## src/rtl/input_stream_unpacker.sv

```systemverilog
// Reads a layer header (count, element size) and packed payload from the input SRAM
// and streams one extended element per valid/ready transfer. UNPACK_SIGN_EXT_EN selects sign extension.
module input_stream_unpacker #(
  parameter int                ADDR_W    = 12,
  parameter int                DATA_W    = 16,
  parameter logic [ADDR_W-1:0] BASE_ADDR = '0
) (
  input  logic              clk,
  input  logic              reset,
  input  logic              start,
  output logic              busy,
  output logic              done,
  output logic              err_size,
  output logic [ADDR_W-1:0] sram_read_address,
  input  logic [DATA_W-1:0] sram_read_data,
  output logic              elem_valid,
  input  logic              elem_ready,
  output logic [DATA_W-1:0] elem_data,
  output logic              elem_last,
  output logic [15:0]       elem_index
);

  typedef enum logic [2:0] {IDLE, HDR_N, HDR_S, LOAD, EMIT, FETCH, FIN} state_t;
  typedef enum logic [1:0] {SZ4, SZ8, SZ16} size_t;

  state_t            state_q;
  size_t             sz_q, sz_dec_d;
  logic [ADDR_W-1:0] addr_q;
  logic [15:0]       n_q, idx_q, idx_inc_d;
  logic [DATA_W-1:0] word_q, data_q, ext_first_d, ext_next_d;
  logic [1:0]        lane_q, lane_inc_d, last_lane_d;
  logic              busy_q, done_q, err_q, vld_q, last_q;
  logic              sz_ok_d, is_last_elem_d, next_last_d;

  // Word layout assumes 16-bit words: lane 0 sits in the LSBs.
  function automatic logic [DATA_W-1:0] ext_lane(input logic [DATA_W-1:0] w,
                                                 input logic [1:0] lane, input size_t sz);
    logic [3:0] nib;
    logic [7:0] byt;
    nib = w[{lane, 2'b00} +: 4];
    byt = w[{lane[0], 3'b000} +: 8];
    case (sz)
`ifdef UNPACK_SIGN_EXT_EN
      SZ4:     ext_lane = {{(DATA_W-4){nib[3]}}, nib};
      SZ8:     ext_lane = {{(DATA_W-8){byt[7]}}, byt};
`else
      SZ4:     ext_lane = {{(DATA_W-4){1'b0}}, nib};
      SZ8:     ext_lane = {{(DATA_W-8){1'b0}}, byt};
`endif
      default: ext_lane = w;
    endcase
  endfunction

  always_comb begin
    sz_ok_d  = 1'b1;
    sz_dec_d = SZ16;
    case (sram_read_data)
      DATA_W'(4):  sz_dec_d = SZ4;
      DATA_W'(8):  sz_dec_d = SZ8;
      DATA_W'(16): sz_dec_d = SZ16;
      default:     sz_ok_d  = 1'b0;
    endcase
    case (sz_q)
      SZ4:     last_lane_d = 2'd3;
      SZ8:     last_lane_d = 2'd1;
      default: last_lane_d = 2'd0;
    endcase
    lane_inc_d     = lane_q + 2'd1;
    idx_inc_d      = idx_q + 16'd1;
    is_last_elem_d = (idx_q == n_q - 16'd1);
    next_last_d    = (idx_inc_d == n_q - 16'd1);
    ext_first_d    = ext_lane(sram_read_data, 2'd0, sz_q);
    ext_next_d     = ext_lane(word_q, lane_inc_d, sz_q);
  end

  // The address register leads the state by one cycle so each word lands on the state that latches it.
  always_ff @(posedge clk) begin
    if (reset) begin
      state_q <= IDLE;
      addr_q  <= BASE_ADDR;
      n_q     <= '0;
      sz_q    <= SZ16;
      word_q  <= '0;
      lane_q  <= '0;
      idx_q   <= '0;
      busy_q  <= 1'b0;
      done_q  <= 1'b0;
      err_q   <= 1'b0;
      vld_q   <= 1'b0;
      data_q  <= '0;
      last_q  <= 1'b0;
    end else begin
      done_q <= 1'b0;
      case (state_q)
        IDLE: if (start) begin
          addr_q  <= BASE_ADDR + ADDR_W'(1);
          err_q   <= 1'b0;
          busy_q  <= 1'b1;
          idx_q   <= '0;
          state_q <= HDR_N;
        end
        HDR_N: begin
          n_q     <= 16'(sram_read_data);
          addr_q  <= BASE_ADDR + ADDR_W'(2);
          state_q <= HDR_S;
        end
        HDR_S: begin
          sz_q <= sz_dec_d;
          if (!sz_ok_d || n_q == 16'd0) begin
            err_q   <= !sz_ok_d;
            busy_q  <= 1'b0;
            done_q  <= 1'b1;
            state_q <= FIN;
          end else begin
            state_q <= LOAD;
          end
        end
        LOAD: begin
          word_q  <= sram_read_data;
          lane_q  <= '0;
          data_q  <= ext_first_d;
          vld_q   <= 1'b1;
          last_q  <= is_last_elem_d;
          state_q <= EMIT;
        end
        EMIT: if (vld_q && elem_ready) begin
          if (is_last_elem_d) begin
            vld_q   <= 1'b0;
            last_q  <= 1'b0;
            busy_q  <= 1'b0;
            done_q  <= 1'b1;
            state_q <= FIN;
          end else begin
            idx_q <= idx_inc_d;
            if (lane_q == last_lane_d) begin
              vld_q   <= 1'b0;
              last_q  <= 1'b0;
              addr_q  <= addr_q + ADDR_W'(1);
              state_q <= FETCH;
            end else begin
              lane_q <= lane_inc_d;
              data_q <= ext_next_d;
              last_q <= next_last_d;
            end
          end
        end
        FETCH: state_q <= LOAD;
        FIN: begin
          addr_q  <= BASE_ADDR;
          state_q <= IDLE;
        end
        default: state_q <= IDLE;
      endcase
    end
  end

  assign busy              = busy_q;
  assign done              = done_q;
  assign err_size          = err_q;
  assign sram_read_address = addr_q;
  assign elem_valid        = vld_q;
  assign elem_data         = data_q;
  assign elem_last         = last_q;
  assign elem_index        = idx_q;

endmodule

```

## config.mk

```make
export PLATFORM = sky130hd
export DESIGN_NAME = input_stream_unpacker
export DESIGN_NICKNAME = d
export VERILOG_FILES = /design/src/rtl/input_stream_unpacker.sv
export SDC_FILE = /design/constraint.sdc
export NUM_CORES = 1
export LEC_CHECK = 0
export ABC_AREA = 1
export BUFFER_PORTS_ARGS = -buffer_cell sky130_fd_sc_hd__clkbuf_2
export CORE_AREA = 4 4 107 135
export DETAILED_ROUTE_END_ITERATION = 8
export DIE_AREA = 0 0 111 139
export PLACE_DENSITY = 0.6
export SLEW_MARGIN = 20
export SYNTH_ARGS = -nofsm -noshare
export SYNTH_HDL_FRONTEND = slang
export SYNTH_SLANG_ARGS = --single-unit
```

## constraint.sdc

```tcl
create_clock -name clk -period 4.4 [get_ports clk]
set_input_delay 0.44 -clock clk [delete_from_list [all_inputs] [get_ports clk]]
set_output_delay 0.44 -clock clk [all_outputs]
set_load 0.005 [all_outputs]
```

==> results of run 1 <==
-- metrics by stage --
stage / total power [mW] / hold slack (ns) / std cells
final: 4.78 / 0.373 / 1180
after global routing: 5.28 / 0.394 / 1180
after CTS: 4.80 / 0.361 / 1180
after detailed placement: 3.98 / 0.455 / 1164
after global placement: 3.98 / 0.453 / 1164
after floorplan: 3.33 / 0.455 / 957
-- synth_stat cells (2+ instances only) --
master,n
buf_2,8
clkbuf_1,28
nor2_4,3
nor3_1,11
nor2_2,6
dfxtp_1,88
nand3_2,2
o22ai_1,2
xor2_1,19
nand3b_1,2
ha_1,3
a21oi_1,91
or2_2,6
nand4_1,39
nor2_1,116
nand3_1,95
o21ai_0,61
a211oi_1,3
nand2_1,234
inv_2,2
xnor2_1,5
nand2_4,2
nor3b_1,2
nand2_2,4
buf_6,2
a32oi_1,2
a31oi_1,4
o31ai_1,2
inv_1,99
a22oi_1,4
-- area by class of cell --
type / instances / area (µm²)
fill: 1452 / 6530
multi-input combinational: 728 / 3530
sequential: 88 / 1760
timing repair buffer: 75 / 393
inverter: 102 / 383
clock buffer: 10 / 239
tap: 171 / 214
clock inverter: 6 / 67.6
-- worst max-delay path by stage --
stage / to / slack (ns) / cells past startpoint
after detailed placement: sram_read_address[7]$_SDFFE_PP0P_ / 1.27 / 16
final: sram_read_address[10]$_SDFFE_PP0P_ / 1.28 / 16
after global routing: sram_read_address[7]$_SDFFE_PP0P_ / 0.86 / 16
after floorplan: elem_index[14]$_SDFFE_PP0P_ / 2.25 / 20
after global placement: sram_read_address[6]$_SDFFE_PP0P_ / 1.37 / 16
after CTS: sram_read_address[10]$_SDFFE_PP0P_ / 1.23 / 16
-- per-layer routing --
metal  vias to the layer above  wire length, µm  track usage  part of all wire
li1                       3254                -            -                 -
met1                      2853             7830        0.283              0.44
met2                       158             8840        0.409              0.49
met3                        35              662       0.0253             0.037
met4                         0              566        0.105             0.032
met5                         -                0            0                 0
-- cell families (layout without fill, tap and decap cells) --
logic type | count (synthesis) | count (layout) | share of synthesized area
AND/OR/NAND/NOR | 526 | 526 | 0.402
AO/OA/AOI/OAI | 175 | 175 | 0.159
buffers and inverters | 141 | 193 | 0.0954
flip-flops | 88 | 88 | 0.301
XOR/XNOR | 24 | 24 | 0.0359
adder cells (fa/ha/maj) | 3 | 3 | 0.00642
-- critical path: cells and delay by family, from the launching register on --
kind | cells | cell delay, ns
simple gates | 13 | 2.20
fa+ha+maj | 1 | 0.25
compound gates | 1 | 0.13
flops | 1 | 0.35
buf+inv | 1 | 0.10
-- flip-flops by register name (all words and copies together) (netlist names), 2 cells and up --
name and count:
elem_index 16, lane_q 2, elem_data 16, state_q 3, sz_q 2, n_q 16, word_q 16, sram_read_address 12
-- layout by cell type, fill, tap and decap left out, types with 2 or more instances in the layout --
| cell | count |
|---|---|
| ha_1 | 3 |
| a32oi_1 | 2 |
| o22ai_1 | 2 |
| clkinvlp_4 | 2 |
| dfxtp_1 | 88 |
| a22oi_1 | 4 |
| nor3_1 | 11 |
| nand3_2 | 2 |
| o21ai_0 | 61 |
| clkbuf_2 | 68 |
| nand2_2 | 4 |
| or2_2 | 6 |
| nand3b_1 | 2 |
| nand2_4 | 2 |
| nand3_1 | 95 |
| nor3b_1 | 2 |
| nor2_2 | 7 |
| a211oi_1 | 3 |
| o31ai_1 | 2 |
| a31oi_1 | 4 |
| inv_1 | 98 |
| clkbuf_16 | 9 |
| nor2_1 | 115 |
| nand4_1 | 39 |
| buf_4 | 7 |
| a21oi_1 | 91 |
| nor2_4 | 3 |
| xor2_1 | 19 |
| nand2_1 | 234 |
| inv_2 | 3 |
| xnor2_1 | 5 |
-- report_power, final --
group	switching, mW	internal (mW)	leakage (nW)	total [mW]
clock	0.356	0.458	0.145	0.815
sequential	0.237	0.966	0.716	1.20
combinational	1.85	0.920	2.13	2.77
==> results.tsv, run 1 <==
stage	metric	value	unit
floorplanning	num_rows	47	
route	drc_errors	0	
critical_path	cp-start-kind	flip-flop	
critical_path	reg2reg_slack	1.28	ns
floorplanning	dieWidth	111	µm
critical_path	crit_path_cell_trace	inv_1 -> ha_1 -> nand2_1 -> nor2_2 -> nand2_1 -> nand2_1 -> nand2_1 -> nand2_1 -> nand2_1 -> nor2_1 -> nand3_1 -> nor2_2 -> nand3_2 -> nand3_2 -> nand2_1 -> a21oi_1	
sta	hold_violations	0	
critical_path	crit_start	n_q[0]$_SDFFE_PP0P_	
logic_synthesis	synth-edff-count	0	
job	cap_violations	0	
route	wire_per_inst	15.2	µm
cts	cts_tree	yes	
min_path	hold_class	input port to flip-flop	
global_route	grt_max_degree	46	
pwr	leakage	2.99	nW
pwr	p_per_area	726	nW/µm²
sta	tns	0	ns
cts	cts-root-buf	clkbuf_16	
route	drt_iter0_drc	380	
cts	ctsResizeCount	0	
floorplanning	die_h	139	µm
placed_design	io_buffers	68	
critical_path	critPathRequiredTime	4.68	ns
min_path	worstHoldStart	sram_read_data[14]	
placed_design	post-place-ws	1.27	ns
sta	tightest_slew	0.772	ns
placed_design	hpwl	13.1	mm
logic_synthesis	synth_warnings	0	
cts	path_clk_slew	0.07	ns
critical_path	crit_slowest_cell	nand3_2	
sta	setup_ws	1.28	ns
critical_path	crit_fanout	32	
global_route	gr-total-overflow	0	
logic_synthesis	async_reset_ff_frac	0	
global_route	antenna_found_initial	0	
cts	post_cts_buffers	0	
logic_synthesis	seq_area_frac_synth	0.301	
cts	htreeDepth	3	
finish	diodes	0	
finish	fin_util	0.502	
min_path	holdPathStages	3	
logic_synthesis	synth_cells	957	
min_path	hold_end	n_q[14]$_SDFFE_PP0P_	
floorplanning	ios	69	
critical_path	rr_startpoint	n_q[0]$_SDFFE_PP0P_	
global_route	gr-usage-all-layers	0.232	
global_route	grt_pass1_vias	5937	
critical_path	critPathMaxStageDelay	0.55	ns
logic_synthesis	synth_area	5850	µm²
logic_synthesis	ys_top_cells_by_area	dfxtp_1, nand2_1, nand3_1, a21oi_1, nor2_1	
placed_design	placed_area	6280	µm²
route	vias	6300	
floorplanning	coreArea	13100	µm²
global_route	grt_pass1_wl	29.6	mm
floorplanning	initial_core_util	0.446	
logic_synthesis	syn-num-nets	980	
finish	area.growth.synth_to_final	12.7	%
cts	clockBufferDepth	2	
route	ant_nets	0	
sta	slew_violations	0	
finish	drive_above_1_share	0.121	
route	viasPerCell	5.34	
run_status	status	finished, final reports clean	
pwr	peakVddDrop	246	µV
logic_synthesis	synth_cell_types	42	
logic_synthesis	synth_area_leader_cell	dfxtp_1	
critical_path	crit_path_end_kind	flip-flop	
critical_path	worstRegToRegCells	16	
critical_path	worstSetupPathType	flip-flop to flip-flop	
route	routed_wl	17.9	mm
sta	finalSetupViolations	0	
cts	clock_latency	0.36	ns
route	dr.pass1.iters	5	
placed_design	globalplace.congestion	0.929	
critical_path	crit_top_cell	nand2_1	
logic_synthesis	synth-seq-cells	88	
sta	finalCritPeriodShare	0.709	
sta	finClkSkew	0.0105	ns
logic_synthesis	synth_top_area_frac	0.301	
logic_synthesis	synth_area_per_cell	6.11	µm²
critical_path	rr_endpoint	sram_read_address[10]$_SDFFE_PP0P_	
floorplanning	die-area	15400	µm²
finish	fin_nets	1027	
sta	fin_crit	3.12	ns
cts	cts-hold-fix-buffers	0	
sta	fmax	321	MHz
cts	cts_buffers	9	
sta	max_slew_margin	0.485	
critical_path	cp.arrival	3.40	ns
logic_synthesis	synth_flop_cell	dfxtp_1	
cts	cts.sinks	88	
sta	rsz0062_at_grt	false	
finish	finish.instance_area	6590	µm²
Note: power is estimated with default switching activity, not from simulation.
==> inputs of run 2 (changes only) <==
- PLACE_DENSITY: 0.6 -> 0.63
- clock period: 4.4 -> 2.7 ns (I/O delays scaled with it)
==> run 2 against run 1 <==
Register-to-register slack worse by 1.0 ns. Critical endpoint is now lane_q[1]$_SDFFE_PP0P_. Critical path type unchanged. Clock power grew 63%. Clock skew decreased by 0.0058 ns.
==> results.tsv, run 2 (synthesis results as in run 1) <==
stage	metric	value	unit
floorplanning	ios	69	
route	ant_nets	0	
run_status	status	finished, final reports clean	
global_route	antenna_found_initial	0	
route	drt_iter0_drc	376	
sta	hold_violations	0	
global_route	use_met2	0.401	
placed_design	io_buffers	68	
finish	fin_util	0.521	
critical_path	reg2reg_slack	0.25	ns
route	wire_per_inst	15.1	µm
placed_design	post-place-cells	1174	
sta	finalCritPeriodShare	0.908	
finish	diodes	0	
min_path	worstHoldStart	sram_read_data[14]	
floorplanning	die-area	15400	µm²
critical_path	cp.arrival	2.66	ns
global_route	grt_pass1_vias	6003	
floorplanning	num_rows	47	
sta	finClkSkew	0.00470	ns
cts	cts-hold-fix-buffers	0	
sta	tightest_slew	0.499	ns
global_route	gr-usage-all-layers	0.234	
cts	clock_latency	0.35	ns
cts	cts.sinks	88	
cts	cts-root-buf	clkbuf_16	
floorplanning	dieWidth	111	µm
sta	max_slew_margin	0.668	
finish	drive_above_1_share	0.137	
floorplanning	coreArea	13100	µm²
global_route	grt.met1_usage	0.288	
critical_path	cp-start-kind	flip-flop	
global_route	gr-total-overflow	0	
min_path	holdPathStages	3	
critical_path	rr_startpoint	n_q[3]$_SDFFE_PP0P_	
global_route	grt_pass1_wl	30.0	mm
route	viasPerCell	5.31	
route	drc_errors	0	
cts	htreeDepth	3	
floorplanning	die_h	139	µm
sta	finalSetupViolations	0	
sta	hold_ws	0.197	ns
finish	instances_no_fill	1195	
critical_path	crit_fanout	9	
sta	fin_crit	2.45	ns
pwr	total_power	8.02	mW
global_route	busiest_layer	met2	
sta	tns	0	ns
finish	fin_nets	1043	
pwr	peakVddDrop	452	µV
finish	final_cell_mix	nand2_1, nor2_1, inv_1, nand3_1, a21oi_1	
cts	cts_buffers	9	
job	cap_violations	0	
route	vias	6342	
floorplanning	initial_core_util	0.446	
pwr	leakage	3.09	nW
finish	area.growth.synth_to_final	16.8	%
critical_path	worstSetupPathType	flip-flop to flip-flop	
critical_path	worstRegToRegCells	15	
min_path	hold_end	n_q[14]$_SDFFE_PP0P_	
sta	slew_violations	0	
cts	cts_tree	yes	
critical_path	critPathRequiredTime	2.91	ns
sta	fmax	408	MHz
global_route	grt_max_degree	46	
sta	rsz0062_at_grt	false	
critical_path	crit_path_end_kind	flip-flop	
cts	clockBufferDepth	2	
placed_design	globalplace.congestion	0.970	
pwr	p_per_area	1180	nW/µm²
global_route	grtUsageMet3	0.0301	
finish	layout_commonest_cell	nand2_1	
cts	path_clk_slew	0.06	ns
route	routed_wl	18.1	mm
critical_path	rr_endpoint	lane_q[1]$_SDFFE_PP0P_	
placed_design	hpwl	13.1	mm
route	dr.pass1.iters	5	
min_path	hold_class	input port to flip-flop	
run 2: worst max path at each step:
stage	slack (ns)	cells past startpoint	start	end
4_1_cts	0.05	19	n_q[0]$_SDFFE_PP0P_	elem_index[14]$_SDFFE_PP0P_
6_report	0.25	15	n_q[3]$_SDFFE_PP0P_	lane_q[1]$_SDFFE_PP0P_
5_1_grt	0.01	16	n_q[0]$_SDFFE_PP0P_	elem_data[8]$_SDFFE_PP0P_
3_5_place_dp	0.08	19	n_q[0]$_SDFFE_PP0P_	elem_index[4]$_SDFFE_PP0P_
3_3_place_gp	0.12	19	n_q[0]$_SDFFE_PP0P_	elem_index[3]$_SDFFE_PP0P_
2_1_floorplan	0.55	20	n_q[0]$_SDFFE_PP0P_	elem_index[14]$_SDFFE_PP0P_
run 2: area by class of cell:
type,count,area [µm²]
sequential,88,1760
timing repair buffer,88,528
inverter,102,383
clock inverter,2,37.5
clock buffer,13,270
multi-input combinational,731,3630
fill,1406,6290
tap,171,214
run 2: critical path: stages, from the launching register on:
cell,delay (ns)
dfxtp_1,0.42
nor2_4,0.19
nand2_2,0.11
nor2_8,0.17
nand2_1,0.08
nand2_1,0.08
nand2_1,0.10
nand2_1,0.10
nand2_1,0.05
nor2_1,0.12
nand2_1,0.08
nor2_2,0.15
nand3_4,0.24
clkbuf_16,0.27
nand4_1,0.07
a21oi_1,0.07
run 2: metrics by stage:
stage          cell area [µm²]  setup slack [ns]
2_1_floorplan             5850             0.552
3_3_place_gp              6360             0.116
3_5_place_dp              6360            0.0835
4_1_cts                   6670            0.0545
5_1_grt                   6830            0.0124
6_report                  6830             0.250
run 2: repair_timing:
| action | CTS | global route |
|---|---|---|
| resized for setup | 0 | 18 |
| setup buffers | 0 | 2 |
| setup endpoints to repair | 0 | 51 |
run 2: routing by layer:
metal  part of all wire  up-vias
li1                   -     3296
met1               0.43     2817
met2               0.49      184
met3              0.045       45
met4              0.037        0
met5                  0        -
run 2: power by group:
group	internal, mW	switching (mW)
combinational	1.63	3.14
sequential	1.57	0.356
clock	0.789	0.538
total	3.99	4.04
==> inputs of run 3 (changes only) <==
- PLACE_DENSITY: 0.63 -> 0.66
- RECOVER_POWER: unset -> 25
==> run 3 against run 2 <==
Die area unchanged. Setup slack better by 0.0076 ns. Critical path depth unchanged. Via count about the same. Combinational power down 1%.
==> results.tsv, run 3 (synthesis results as in run 1) <==
stage	metric	value	unit
cts	cts.sinks	88	
placed_design	post-place-ws	0.0948	ns
global_route	gr-usage-all-layers	0.225	
critical_path	crit_top_cell	nand2_1	
critical_path	crit_slowest_cell	dfxtp_1	
finish	fin_nets	1043	
critical_path	critPathRequiredTime	2.91	ns
route	vias	6345	
critical_path	reg2reg_slack	0.26	ns
critical_path	crit_fanout	21	
finish	layout_commonest_cell	nand2_1	
cts	clockBufferDepth	2	
sta	tightest_slew	0.610	ns
finish	fin_util	0.512	
critical_path	crit_path_cell_trace	inv_1 -> ha_2 -> nand2_1 -> nor2_4 -> buf_4 -> nand3_1 -> nand3_1 -> nand2_1 -> nor2_1 -> nand2_1 -> nor2_2 -> nand3_4 -> buf_12 -> nand4_1 -> a21oi_1	
run_status	status	finished, final reports clean	
route	wire_per_inst	14.8	µm
critical_path	crit_buf_inv	3	
route	dr.pass1.iters	5	
floorplanning	num_rows	47	
sta	slew_violations	0	
pwr	leakage	2.98	nW
placed_design	hpwl	13.0	mm
floorplanning	ios	69	
critical_path	worstSetupPathType	flip-flop to flip-flop	
critical_path	cp.arrival	2.66	ns
finish	diodes	0	
route	viasPerCell	5.31	
cts	cts-root-buf	clkbuf_16	
floorplanning	die-area	15400	µm²
global_route	grt_pass1_vias	5841	
route	ant_nets	0	
pwr	p_per_area	1170	nW/µm²
sta	finalSetupViolations	0	
critical_path	critPathTopFamily	simple AND/OR/NAND/NOR gates	
cts	cts_buffers	9	
job	cap_violations	0	
sta	max_slew_margin	0.593	
sta	finClkSkew	0.00446	ns
floorplanning	dieWidth	111	µm
sta	fmax	409	MHz
cts	cts_tree	yes	
critical_path	crit_path_end_kind	flip-flop	
finish	final_cell_mix	nand2_1, nor2_1, inv_1, nand3_1, a21oi_1	
critical_path	critPathMaxStageDelay	0.35	ns
min_path	hold_class	input port to flip-flop	
floorplanning	coreArea	13100	µm²
route	routed_wl	17.7	mm
critical_path	cp-start-kind	flip-flop	
global_route	gr-total-overflow	0	
pwr	peakVddDrop	470	µV
placed_design	globalplace.congestion	1.02	
cts	path_clk_slew	0.07	ns
global_route	antenna_found_initial	0	
global_route	grt_pass1_wl	28.8	mm
floorplanning	die_h	139	µm
route	drt_iter0_drc	409	
finish	drive_above_1_share	0.113	
sta	finalCritPeriodShare	0.905	
sta	setup_ws	0.257	ns
cts	clock_latency	0.35	ns
floorplanning	initial_core_util	0.446	
global_route	grt_max_degree	46	
route	drc_errors	0	
sta	fin_crit	2.44	ns
cts	htreeDepth	3	
placed_design	io_buffers	68	
sta	hold_violations	0	
finish	area.growth.synth_to_final	14.9	%
[run 3: cell types whose count changed in the layout (fill, tap and decap cells not counted), sizes merged]
cell | before | now
clkbuf | 82 | 78
inv | 101 | 104
clkinv | 1 | 3
buf | 19 | 20
bufinv | 1 | 0
clkinvlp | 1 | 2
nand3 | 101 | 100
[run 3: layout make-up]
cell class / instances / area (µm²)
inverter: 102 / 383
multi-input combinational: 730 / 3600
clock inverter: 7 / 55.1
clock buffer: 9 / 225
tap: 171 / 214
fill: 1380 / 6390
sequential: 88 / 1760
timing repair buffer: 89 / 479
[run 3: where the power goes]
| group | internal (mW) | total [mW] | switching, mW |
|---|---|---|---|
| Sequential | 1.57 | 1.92 | 0.351 |
| Clock | 0.634 | 1.22 | 0.582 |
| Combinational | 1.60 | 4.70 | 3.10 |
| Total | 3.81 | 7.84 | 4.04 |
[run 3: final timing paths]
kind / from / end / cells after the start
worst max-delay path: n_q[0]$_SDFFE_PP0P_ / elem_data[5]$_SDFFE_PP0P_ / 15
worst min-delay path: sram_read_data[14] / n_q[14]$_SDFFE_PP0P_ / 3
worst max register to register: n_q[0]$_SDFFE_PP0P_ / elem_data[5]$_SDFFE_PP0P_ / 15
worst min register to register: elem_data[10]$_SDFFE_PP0P_ / elem_data[10]$_SDFFE_PP0P_ / 2
[run 3: timing repair]
item,in CTS,in global routing
hold buffers,0,0
setup endpoints to repair,0,48
resized for setup,0,11
setup buffers,0,2
endpoints found under the hold margin,0,0
[run 3: worst reg2reg max path, delay by kind of cell (launching register included)]
family                     cells  cell delay (ns)
DFF                            1             0.35
and+or+nand+nor               10             1.17
adders and majority gates      1             0.23
buffers and inverters          3             0.47
AOI/OAI and AO/OA              1             0.08
[run 3: metal layers]
layer,share of wire,up-vias,track usage
met4,0.041,0,0.115
li1,-,3297,-
met3,0.047,46,0.0319
met5,0,-,0
met2,0.48,194,0.385
met1,0.43,2808,0.275
[run 3: metrics by stage]
step	std cells	power [mW]	hold WS, ns	instance area [µm²]	TNS, ns
after global placement	1176	6.50	0.452	6370	0
after CTS	1192	7.75	0.200	6650	0
after global routing	1196	8.64	0.237	6720	-0.00700
after floorplan	957	5.42	0.405	5850	0
after detailed placement	1176	6.52	0.453	6370	0
final	1196	7.84	0.214	6720	0
